File: src/rtl/bp_io_host_responder_if.sv
// BedRock IO command/response bundle between the processor (master) and
// an IO target such as bp_io_host_responder (slave).
//
// Handshake rules:
//   - A command transfers on any clock edge where io_cmd_v_i && io_cmd_ready_o.
//     The master holds the command fields stable while io_cmd_v_i is high
//     and not yet accepted.
//   - A response is offered while io_resp_v_o is high. Its fields stay stable
//     until the consumer raises io_resp_yumi_i, which is legal only while
//     io_resp_v_o is high. The response is consumed on that edge.
//
// Signals:
//   io_cmd_type_i/addr_i/size_i/payload_i/data_i  command header and data
//   io_cmd_v_i / io_cmd_ready_o                    command valid / ready
//   io_resp_type_o/addr_o/size_o/payload_o/data_o  response header and data
//   io_resp_v_o / io_resp_yumi_i                   response valid / consume
interface bp_io_host_responder_if #(
  parameter int paddr_width_p = 40,
  parameter int data_width_p  = 64
);
  logic [3:0]               io_cmd_type_i;
  logic [paddr_width_p-1:0] io_cmd_addr_i;
  logic [2:0]               io_cmd_size_i;
  logic [15:0]              io_cmd_payload_i;
  logic [data_width_p-1:0]  io_cmd_data_i;
  logic                     io_cmd_v_i;
  logic                     io_cmd_ready_o;

  logic [3:0]               io_resp_type_o;
  logic [paddr_width_p-1:0] io_resp_addr_o;
  logic [2:0]               io_resp_size_o;
  logic [15:0]              io_resp_payload_o;
  logic [data_width_p-1:0]  io_resp_data_o;
  logic                     io_resp_v_o;
  logic                     io_resp_yumi_i;

  // Processor side: issues commands, consumes responses.
  modport master (
    output io_cmd_type_i, io_cmd_addr_i, io_cmd_size_i, io_cmd_payload_i,
           io_cmd_data_i, io_cmd_v_i, io_resp_yumi_i,
    input  io_cmd_ready_o, io_resp_type_o, io_resp_addr_o, io_resp_size_o,
           io_resp_payload_o, io_resp_data_o, io_resp_v_o
  );

  // Target side: accepts commands, returns responses.
  modport slave (
    input  io_cmd_type_i, io_cmd_addr_i, io_cmd_size_i, io_cmd_payload_i,
           io_cmd_data_i, io_cmd_v_i, io_resp_yumi_i,
    output io_cmd_ready_o, io_resp_type_o, io_resp_addr_o, io_resp_size_o,
           io_resp_payload_o, io_resp_data_o, io_resp_v_o
  );
endinterface

File: src/rtl/bp_io_host_responder.sv
// Synthesizable BedRock IO responder. Target end of the io_cmd/io_resp channel;
// decodes uncached reads/writes to putchar, finish, scratch and char-count
// registers and returns exactly one response per accepted command.
//
// Ports:
//   clk_i, reset_i   clock and synchronous active-high reset
//   io               command/response bundle (slave side)
//   char_o, char_v_o putchar FIFO head byte and not-empty flag
//   char_yumi_i      pop FIFO head (ignored while empty)
//   finish_o         sticky per-core finish flags
//   err_o            sticky error: unmapped/misaligned address, bad type or size
//   state_o          FSM state for debug (0 READY, 1 STALL, 2 RESP)
//
// Address map on addr[19:0] (upper bits ignored, registers 8-byte aligned):
//   0x01000        putchar (write only)
//   0x02000 + 8*c  finish flag of core c (write sets, read returns flag)
//   0x03000 + 8*i  scratch register i (read/write)
//   0x04000        32-bit count of pushed characters (read only)
// An access in the wrong direction for a register counts as unmapped.
module bp_io_host_responder #(
  parameter int num_core_p      = 1,
  parameter int paddr_width_p   = 40,
  parameter int data_width_p    = 64,
  parameter int num_scratch_p   = 4,
  parameter int char_fifo_els_p = 4
) (
  input  logic                  clk_i,
  input  logic                  reset_i,
  bp_io_host_responder_if.slave io,
  output logic [7:0]            char_o,
  output logic                  char_v_o,
  input  logic                  char_yumi_i,
  output logic [num_core_p-1:0] finish_o,
  output logic                  err_o,
  output logic [1:0]            state_o
);

  typedef enum logic [1:0] {
    S_READY = 2'd0,
    S_STALL = 2'd1,
    S_RESP  = 2'd2
  } state_e;

  localparam int aw = $clog2(char_fifo_els_p);
  localparam logic [aw:0] ptr_one = (aw+1)'(1);

  state_e state_r, state_n;

  // Latched command header, echoed in the response.
  logic [3:0]               type_r;
  logic [paddr_width_p-1:0] addr_r;
  logic [2:0]               size_r;
  logic [15:0]              payload_r;
  logic [data_width_p-1:0]  resp_data_r;
  // Putchar byte held while waiting for FIFO space.
  logic [7:0]               char_r;

  logic [data_width_p-1:0]  scratch_r [num_scratch_p];
  logic [num_core_p-1:0]    finish_r;
  logic                     err_r;
  logic [31:0]              char_cnt_r;

  logic [7:0]               fifo_mem [char_fifo_els_p];
  logic [aw:0]              wr_ptr_r, rd_ptr_r;
  logic                     fifo_full, fifo_empty;

  // Decode of the command currently on the bus.
  logic [19:0]              a;
  logic [8:0]               reg_idx;
  logic                     aligned;
  logic                     put_hit, fin_hit, scr_hit, cnt_hit;
  logic                     is_rd, is_wr, size_ok;
  logic                     wr_ok, rd_ok;
  logic [data_width_p-1:0]  mask;
  logic [data_width_p-1:0]  rd_val;

  logic                     cmd_ready, accept, push, pop;
  logic [7:0]               push_data;

  assign a       = io.io_cmd_addr_i[19:0];
  assign reg_idx = a[11:3];
  assign aligned = (a[2:0] == 3'd0);

  assign put_hit = (a == 20'h01000);
  assign cnt_hit = (a == 20'h04000);
  assign fin_hit = (a[19:12] == 8'h02) && aligned && (reg_idx < 9'(num_core_p));
  assign scr_hit = (a[19:12] == 8'h03) && aligned && (reg_idx < 9'(num_scratch_p));

  assign is_rd   = (io.io_cmd_type_i == 4'd2);
  assign is_wr   = (io.io_cmd_type_i == 4'd3);
  assign size_ok = ~io.io_cmd_size_i[2];

  assign wr_ok = is_wr && size_ok && (put_hit || fin_hit || scr_hit);
  assign rd_ok = is_rd && size_ok && (fin_hit || scr_hit || cnt_hit);

  // Byte mask for 2^size bytes, LSB-aligned.
  always_comb begin
    mask = '0;
    case (io.io_cmd_size_i[1:0])
      2'd0:    mask[7:0]  = '1;
      2'd1:    mask[15:0] = '1;
      2'd2:    mask[31:0] = '1;
      default: mask       = '1;
    endcase
  end

  // Unmasked register value for a read.
  always_comb begin
    rd_val = '0;
    if (fin_hit) begin
      for (int c = 0; c < num_core_p; c++) begin
        if (reg_idx == 9'(c)) rd_val[0] = finish_r[c];
      end
    end else if (scr_hit) begin
      for (int i = 0; i < num_scratch_p; i++) begin
        if (reg_idx == 9'(i)) rd_val = scratch_r[i];
      end
    end else if (cnt_hit) begin
      rd_val[31:0] = char_cnt_r;
    end
  end

  // Full when pointers match except for the wrap bit.
  assign fifo_full  = (wr_ptr_r[aw] != rd_ptr_r[aw]) &&
                      (wr_ptr_r[aw-1:0] == rd_ptr_r[aw-1:0]);
  assign fifo_empty = (wr_ptr_r == rd_ptr_r);
  assign pop        = char_yumi_i && !fifo_empty;

  // Next-state and control.
  always_comb begin
    state_n   = state_r;
    cmd_ready = 1'b0;
    push      = 1'b0;
    push_data = io.io_cmd_data_i[7:0];
    case (state_r)
      S_READY: begin
        cmd_ready = 1'b1;
        if (io.io_cmd_v_i) begin
          if (wr_ok && put_hit && fifo_full) begin
            state_n = S_STALL;
          end else begin
            state_n = S_RESP;
            push    = wr_ok && put_hit;
          end
        end
      end
      S_STALL: begin
        push_data = char_r;
        // A pop in this cycle frees the slot the push lands in.
        if (!fifo_full || pop) begin
          push    = 1'b1;
          state_n = S_RESP;
        end
      end
      S_RESP: begin
        if (io.io_resp_yumi_i) state_n = S_READY;
      end
      default: state_n = S_READY;
    endcase
  end

  assign accept = cmd_ready && io.io_cmd_v_i;

  always_ff @(posedge clk_i) begin
    if (reset_i) begin
      state_r     <= S_READY;
      type_r      <= '0;
      addr_r      <= '0;
      size_r      <= '0;
      payload_r   <= '0;
      resp_data_r <= '0;
      char_r      <= '0;
      finish_r    <= '0;
      err_r       <= 1'b0;
      char_cnt_r  <= '0;
      wr_ptr_r    <= '0;
      rd_ptr_r    <= '0;
      for (int i = 0; i < num_scratch_p; i++) scratch_r[i] <= '0;
      for (int i = 0; i < char_fifo_els_p; i++) fifo_mem[i] <= '0;
    end else begin
      state_r <= state_n;

      if (accept) begin
        type_r      <= io.io_cmd_type_i;
        addr_r      <= io.io_cmd_addr_i;
        size_r      <= io.io_cmd_size_i;
        payload_r   <= io.io_cmd_payload_i;
        char_r      <= io.io_cmd_data_i[7:0];
        resp_data_r <= rd_ok ? (rd_val & mask) : '0;
        if (!(wr_ok || rd_ok)) err_r <= 1'b1;
        if (wr_ok && scr_hit) begin
          for (int i = 0; i < num_scratch_p; i++) begin
            if (reg_idx == 9'(i)) scratch_r[i] <= io.io_cmd_data_i & mask;
          end
        end
        if (wr_ok && fin_hit) begin
          for (int c = 0; c < num_core_p; c++) begin
            if (reg_idx == 9'(c)) finish_r[c] <= 1'b1;
          end
        end
      end

      if (push) begin
        fifo_mem[wr_ptr_r[aw-1:0]] <= push_data;
        wr_ptr_r   <= wr_ptr_r + ptr_one;
        char_cnt_r <= char_cnt_r + 32'd1;
      end
      if (pop) rd_ptr_r <= rd_ptr_r + ptr_one;
    end
  end

  assign io.io_cmd_ready_o    = cmd_ready;
  assign io.io_resp_v_o       = (state_r == S_RESP);
  assign io.io_resp_type_o    = type_r;
  assign io.io_resp_addr_o    = addr_r;
  assign io.io_resp_size_o    = size_r;
  assign io.io_resp_payload_o = payload_r;
  assign io.io_resp_data_o    = resp_data_r;

  assign char_o   = fifo_mem[rd_ptr_r[aw-1:0]];
  assign char_v_o = !fifo_empty;
  assign finish_o = finish_r;
  assign err_o    = err_r;
  assign state_o  = state_r;

endmodule

File: src/flat_wrapper.sv
// flat-port wrapper written by rule: the top's interface ports become plain ports
module bp_io_host_responder_flat 
#(
  parameter int num_core_p      = 1,
  parameter int paddr_width_p   = 40,
  parameter int data_width_p    = 64,
  parameter int num_scratch_p   = 4,
  parameter int char_fifo_els_p = 4
)
  (clk_i, reset_i, char_o, char_v_o, char_yumi_i, finish_o, err_o, state_o, io_io_cmd_type_i, io_io_cmd_addr_i, io_io_cmd_size_i, io_io_cmd_payload_i, io_io_cmd_data_i, io_io_cmd_v_i, io_io_resp_yumi_i, io_io_cmd_ready_o, io_io_resp_type_o, io_io_resp_addr_o, io_io_resp_size_o, io_io_resp_payload_o, io_io_resp_data_o, io_io_resp_v_o);
  bp_io_host_responder_if #(.paddr_width_p(paddr_width_p), .data_width_p(data_width_p)) io_i ();
  input  logic clk_i;
  input  logic reset_i;
  output logic [7:0] char_o;
  output logic char_v_o;
  input  logic char_yumi_i;
  output logic [num_core_p-1:0] finish_o;
  output logic err_o;
  output logic [1:0] state_o;
  input wire logic [$bits(io_i.io_cmd_type_i)-1:0] io_io_cmd_type_i;
  input wire logic [$bits(io_i.io_cmd_addr_i)-1:0] io_io_cmd_addr_i;
  input wire logic [$bits(io_i.io_cmd_size_i)-1:0] io_io_cmd_size_i;
  input wire logic [$bits(io_i.io_cmd_payload_i)-1:0] io_io_cmd_payload_i;
  input wire logic [$bits(io_i.io_cmd_data_i)-1:0] io_io_cmd_data_i;
  input wire logic [$bits(io_i.io_cmd_v_i)-1:0] io_io_cmd_v_i;
  input wire logic [$bits(io_i.io_resp_yumi_i)-1:0] io_io_resp_yumi_i;
  output wire logic [$bits(io_i.io_cmd_ready_o)-1:0] io_io_cmd_ready_o;
  output wire logic [$bits(io_i.io_resp_type_o)-1:0] io_io_resp_type_o;
  output wire logic [$bits(io_i.io_resp_addr_o)-1:0] io_io_resp_addr_o;
  output wire logic [$bits(io_i.io_resp_size_o)-1:0] io_io_resp_size_o;
  output wire logic [$bits(io_i.io_resp_payload_o)-1:0] io_io_resp_payload_o;
  output wire logic [$bits(io_i.io_resp_data_o)-1:0] io_io_resp_data_o;
  output wire logic [$bits(io_i.io_resp_v_o)-1:0] io_io_resp_v_o;
  assign io_i.io_cmd_type_i = io_io_cmd_type_i;
  assign io_i.io_cmd_addr_i = io_io_cmd_addr_i;
  assign io_i.io_cmd_size_i = io_io_cmd_size_i;
  assign io_i.io_cmd_payload_i = io_io_cmd_payload_i;
  assign io_i.io_cmd_data_i = io_io_cmd_data_i;
  assign io_i.io_cmd_v_i = io_io_cmd_v_i;
  assign io_i.io_resp_yumi_i = io_io_resp_yumi_i;
  assign io_io_cmd_ready_o = io_i.io_cmd_ready_o;
  assign io_io_resp_type_o = io_i.io_resp_type_o;
  assign io_io_resp_addr_o = io_i.io_resp_addr_o;
  assign io_io_resp_size_o = io_i.io_resp_size_o;
  assign io_io_resp_payload_o = io_i.io_resp_payload_o;
  assign io_io_resp_data_o = io_i.io_resp_data_o;
  assign io_io_resp_v_o = io_i.io_resp_v_o;
  bp_io_host_responder #(.num_core_p(num_core_p), .paddr_width_p(paddr_width_p), .data_width_p(data_width_p), .num_scratch_p(num_scratch_p), .char_fifo_els_p(char_fifo_els_p)) u_core (.clk_i(clk_i), .reset_i(reset_i), .io(io_i), .char_o(char_o), .char_v_o(char_v_o), .char_yumi_i(char_yumi_i), .finish_o(finish_o), .err_o(err_o), .state_o(state_o));
endmodule
File: config.mk
export PLATFORM = sky130hd
export DESIGN_NAME = bp_io_host_responder_flat
export DESIGN_NICKNAME = d
export VERILOG_FILES = /design/src/rtl/bp_io_host_responder_if.sv /design/src/rtl/bp_io_host_responder.sv /design/src/flat_wrapper.sv
export SDC_FILE = /design/constraint.sdc
export NUM_CORES = 1
export LEC_CHECK = 0
export CORE_ASPECT_RATIO = 0.75
export CORE_MARGIN = 1
export CORE_UTILIZATION = 49
export CTS_CLUSTER_SIZE = 30
export DETAILED_ROUTE_END_ITERATION = 6
export PLACE_DENSITY = 0.73
export SLEW_MARGIN = 20
export SYNTH_ARGS = -nofsm -noshare
export SYNTH_HDL_FRONTEND = slang
export SYNTH_SLANG_ARGS = --single-unit
File: constraint.sdc
create_clock -name clk_i -period 9.24 [get_ports clk_i]
set_input_delay 1.848 -clock clk_i [delete_from_list [all_inputs] [get_ports clk_i]]
set_output_delay 1.848 -clock clk_i [all_outputs]
set_load 0.01 [all_outputs]
* After elaboration in Yosys (flattened, before gate mapping) *
Memory sizes are Yosys's and may differ from the RTL's. A register that Yosys moved wholly into a read port is not among the register bits.
Index checks and enable logic that the tools add are counted.

cells by class
  multiplexer cells = 59
  bitwise operators = 8
  eq/ne operators = 19
  order comparisons = 2
  reduce and logical (&&, ||, !) cells = 33
  $add $sub $neg = 3

operator list
  cell                   count
  $mux 64                9
  $and 64x64->64         2
  $mux 32                4
  $mux 63                1
  $add 32x1->32 const B  1
  $mux 1                 32
  $mux 8                 3
  $eq 20x13->1 const B   1
  $eq 20x15->1 const B   1
  $eq 9x2->1 const B     2
  $eq 8x2->1 const B     2
  $mux 16                1
  $logic_and 1x1->1      15
  $mux 2                 7
  $eq 9x1->1 const B     1
  $logic_not 9->1        1
  $lt 9x1->1 const B     1
  $lt 9x3->1 const B     1
  $eq 4x2->1 const B     2
  $reduce_or 8->1        1
  $add 3x1->3 const B    2
  $logic_or 1x1->1       6
  $pmux 2 s3             1
  $reduce_and 3->1       2
  16 further kinds       25

storage, ports and cells
  memories = 2
  output and inout port bits = 142
  bits of input ports = 132
  bits in registers = 177
  bits in writable memories = 288

memory list
  memory            depth  width  rd ports  clocked after Yosys merged registers in  write ports  line                        source
  u_core.scratch_r  4      64     4         0                                        4            bp_io_host_responder.sv:58  logic [data_width_p-1:0] scratch_r [num_scratch_p];
  u_core.fifo_mem   4      8      1         1                                        4            bp_io_host_responder.sv:63  logic [7:0] fifo_mem [char_fifo_els_p];

* Depth between registers and ports, before layout *
  depth in word-level cells = 16
  gate-level depth with buffers = 9
  depth with buffers taken out = 7

* Worst setup path after synthesis *
OpenSTA, ideal clock, no wires.

  kind = in2reg
  start point = in io_io_cmd_addr_i[16]
  end point = mem u_core.scratch_r[1][36], in the netlist u_core.scratch_r[0][100] (enable)
  data required time = 8.665 ns
  setup time = 0.575 ns
  setup slack = 0.812 ns
  cell stages on the path = 6
  arrival time = 7.853 ns
  cell sequence = or4_4 > or4_1 > buf_6 > nor3_4 > nand2b_1 > o21ai_0

RTL lines
  what         line                        source
  from (decl)  flat_wrapper.sv:21          input wire logic [$bits(io_i.io_cmd_addr_i)-1:0] io_io_cmd_addr_i;
  to (decl)    bp_io_host_responder.sv:58

==> flow_summary_export.csv <==
group,metric,value,unit
status,status,"finished, final reports clean",
floorplanning,initial_utilization,50.0,%
floorplanning,die_w,231,um
cts,cts.sinks,467,
placement,dp_hpwl,32000,um
critical_path,crit_path_cell_trace,"clkdlybuf4s50_1 > or4_4 > or4_1 > nor3_4 > buf_4 > nand2b_1 > o21ai_4 > buf_4",
synth,synth_warnings,0,
critical_path,timing.rr.start,"u_core.state_o[1]",
pwr,p_switching,0.978,mW
cts,numCtsBuffers,46,
synth,syn-num-nets,1837,
sta,clock_skew,13.8,ps
final_layout,final_common_cell,"nor2_1",
synth,ys.flop_type,"edfxtp_1",
synth,synth_edf_count,288,
final_layout,fin_util,62.1,%
critical_path,cp_data_required_time,9430,ps
synth,postSynthAreaPerCell,11.3,sq um
critical_path,cp_slowest_cell,"o21ai_4",
pwr,p_per_area,189,mW/mm^2
final_layout,synthToLayoutAreaGrowth,24.2,%
placement,pre_cts_slack,2760,ps
sta,finalCritPeriodShare,63.4,%
critical_path,reg2reg_to,"u_core.scratch_r[0][36]",
critical_path,slowest_delay,850,ps
critical_path,crit_fanout,40,
cts,clk_pin_slew,60,ps
floorplanning,dieArea,0.0401,sq mm
routing,post-route-drc-count,0,
cts,clock_path_buffers,3,
sta,tns,0,ps
critical_path,crit_start,"io_io_cmd_addr_i[16]",
sta,setup_ws,3390,ps
global_routing,grt.total_usage,25.0,%
pwr,p_seq_share,50.8,%
floorplanning,dieHeight,174,um
routing,wirelength,50300,um
critical_path,cp_num_cells,8,
global_routing,grt_pass1_vias,13500,
pwr,p_int,3.55,mW
final_layout,fin_cells,2473,
final_layout,final_cell_mix,"nor2_1 (305), edfxtp_1 (288), nand2_1 (280)",
synth,synth_cells,1702,
synth,yosys.cell_types.count,63,
sta,setup_viol,0,
critical_path,cp.arrival,6040,ps
sta,rsz0062_at_grt,"no",
critical_path,r2r_cells,5,
final_layout,fillers,3074,
synth,syn_area,0.0192,sq mm
pwr,ir_drop,0.134,mV
cts,post_cts_buffers,0,
global_routing,grt_overflow,0,
global_routing,grt_antenna_before_repair,0,
cts,clk_latency,570,ps
critical_path,startpoint_type,"input port",
routing,wire_per_inst,20.3,um
floorplanning,rows,62,
critical_path,endpoint,"u_core.scratch_r[0][36]",
cts,cts_tree,"done",
pwr,p_leak,8.31,nW
routing,drt_iter0_markers,1261,
final_layout,nNetsFinal,2058,
pwr,sw_frac_of_total,21.6,%
placement,gp_congestion,0.835,
critical_path,reg2reg_setup_slack,5510,ps
sta,fmax,171,MHz
global_routing,grt_max_degree,73,
sta,period_needed,5850,ps
cts,htree_levels,2,
placement,port_buffers,273,
synth,ys_seq_area_share,63.6,%
critical_path,cpLargestDelayFamily,"simple AND/OR/NAND/NOR gates",
cts,clockRootBuffer,"clkbuf_16",
routing,vias,13900,
sta,hold_viol_final,0,
synth,ys_ff_latch,467,
critical_path,crit_path_end_kind,"flop",
routing,dr.pass1.iters,7,
pwr,comb_power_share,6.9,%
flow_run,drv_cap,0,
synth,synth-async-reset-ratio,0,%
sta,worstMarginPinSlew,969,ps
sta,report.final.slew_viol_count,0,
routing,avgViaCountPerCell,5.64,
routing,ant_nets,0,
sta,maxSlewHeadroom,34.5,%
cts,cts_resized,0,
min_path,hp-class,"flop to flop",
critical_path,crit_type,"input port to flop",
critical_path,cpMostUsedCell,"buf_4",
floorplanning,ioPinCount,274,
final_layout,antennaDiodeCount,0,
final_layout,drive_above_1_share,8.06,%
placement,dp.cells,2386,
pwr,p_clk_share,42.3,%
global_routing,grt_pass1_wl,77700,um
cts,cts-hold-fix-buffers,0,
critical_path,critPathBufInv,3,
floorplanning,core-area,0.0385,sq mm
==> worst min-delay path by stage <==
stage,start,endpoint,slack (ps),depth (start not counted)
5_1_grt,u_core.io.io_resp_addr_o[23],u_core.io.io_resp_addr_o[23],470,2
3_5_place_dp,u_core.io.io_resp_data_o[26],u_core.io.io_resp_data_o[26],440,2
2_1_floorplan,u_core.char_r[0],u_core.char_r[0],440,2
6_report,u_core.io.io_resp_data_o[31],u_core.io.io_resp_data_o[31],450,2
4_1_cts,u_core.io.io_resp_data_o[26],u_core.io.io_resp_data_o[26],450,2
3_3_place_gp,u_core.io.io_resp_data_o[0],u_core.io.io_resp_data_o[0],430,2
==> worst min-delay path: stages (launching register included) <==
cell and delay (ps):
dfxtp_1 310, nand2_1 50, o21ai_1 50
==> metal layers <==
metal  global-route usage [%]  up-vias  share of wire [%]
li1                         -     6476                  -
met1                     36.1     6834                 44
met2                     38.5      552                 47
met3                     4.74       74                7.4
met4                     7.53        0                2.1
met5                        0        -                  0
==> power groups by stage <==
stage	Clock, mW	Sequential (mW)	Combinational (mW)
2_1_floorplan	0	2.35	0.143
3_3_place_gp	0	2.34	0.309
3_5_place_dp	0	2.34	0.313
4_1_cts	1.94	2.30	0.315
5_1_grt	2.01	2.30	0.337
6_report	1.91	2.30	0.314
==> flip-flops by register name, indices dropped and copies added (netlist names), 4 cells and up, named ones only <==
register	cells
u_core.char_cnt_r	32
u_core.char_r	8
u_core.fifo_mem	32
u_core.io.io_resp_addr_o	40
u_core.io.io_resp_data_o	64
u_core.io.io_resp_payload_o	16
u_core.io.io_resp_type_o	4
u_core.scratch_r	256
==> kinds of logic (layout without fill, tap and decap cells) <==
group | Yosys count | after routing | share of synthesized area, %
AOI/OAI and AO/OA | 288 | 288 | 9.92
xor gates and xnor gates | 35 | 35 | 1.59
adders and majority gates | 3 | 3 | 0.195
buffers and inverters | 130 | 389 | 2.88
DFF | 467 | 467 | 63.6
muxes | 50 | 50 | 5.20
and+or+nand+nor | 729 | 729 | 16.6
==> Yosys cell counts, types with 7 or more instances <==
cell | instances | area [sq um]
and3_1 | 19 | 119
o21ai_0 | 61 | 305
o21ai_1 | 14 | 70.1
a211oi_1 | 7 | 52.6
nand2_1 | 283 | 1060
clkbuf_1 | 91 | 342
nand3_1 | 11 | 55.1
edfxtp_1 | 288 | 8650
mux2i_1 | 10 | 100
nor2b_1 | 36 | 225
mux4_2 | 40 | 901
o221ai_1 | 32 | 280
and2_1 | 22 | 138
nor2_1 | 306 | 1150
dfxtp_1 | 179 | 3580
nand2b_1 | 9 | 56.3
buf_1 | 13 | 48.8
inv_1 | 8 | 30.0
buf_2 | 9 | 45.0
xnor2_1 | 17 | 149
a21oi_1 | 78 | 390
a211o_1 | 32 | 280
xor2_1 | 18 | 158
a22oi_1 | 31 | 233
==> stage by stage <==
| step | hold WS [ps] | total power, mW | cell area (sq um) |
|---|---|---|---|
| after global placement | 434 | 2.65 | 22300 |
| after global routing | 473 | 4.65 | 23900 |
| final | 451 | 4.52 | 23900 |
| after CTS | 452 | 4.55 | 23900 |
| after detailed placement | 444 | 2.66 | 22300 |
| after floorplan | 436 | 2.49 | 19200 |
==> layout make-up <==
class | count | area [sq um] | area share (%)
clock buffers | 69 | 1330 | 5.57
multi-input cells | 1105 | 6540 | 27.4
clock inverters | 17 | 204 | 0.854
repair buffers | 295 | 2900 | 12.1
well taps | 512 | 641 | 2.68
flip-flops and latches | 467 | 12200 | 51.2
inverters | 8 | 30.0 | 0.126
Power figures use the tool's default switching activity.
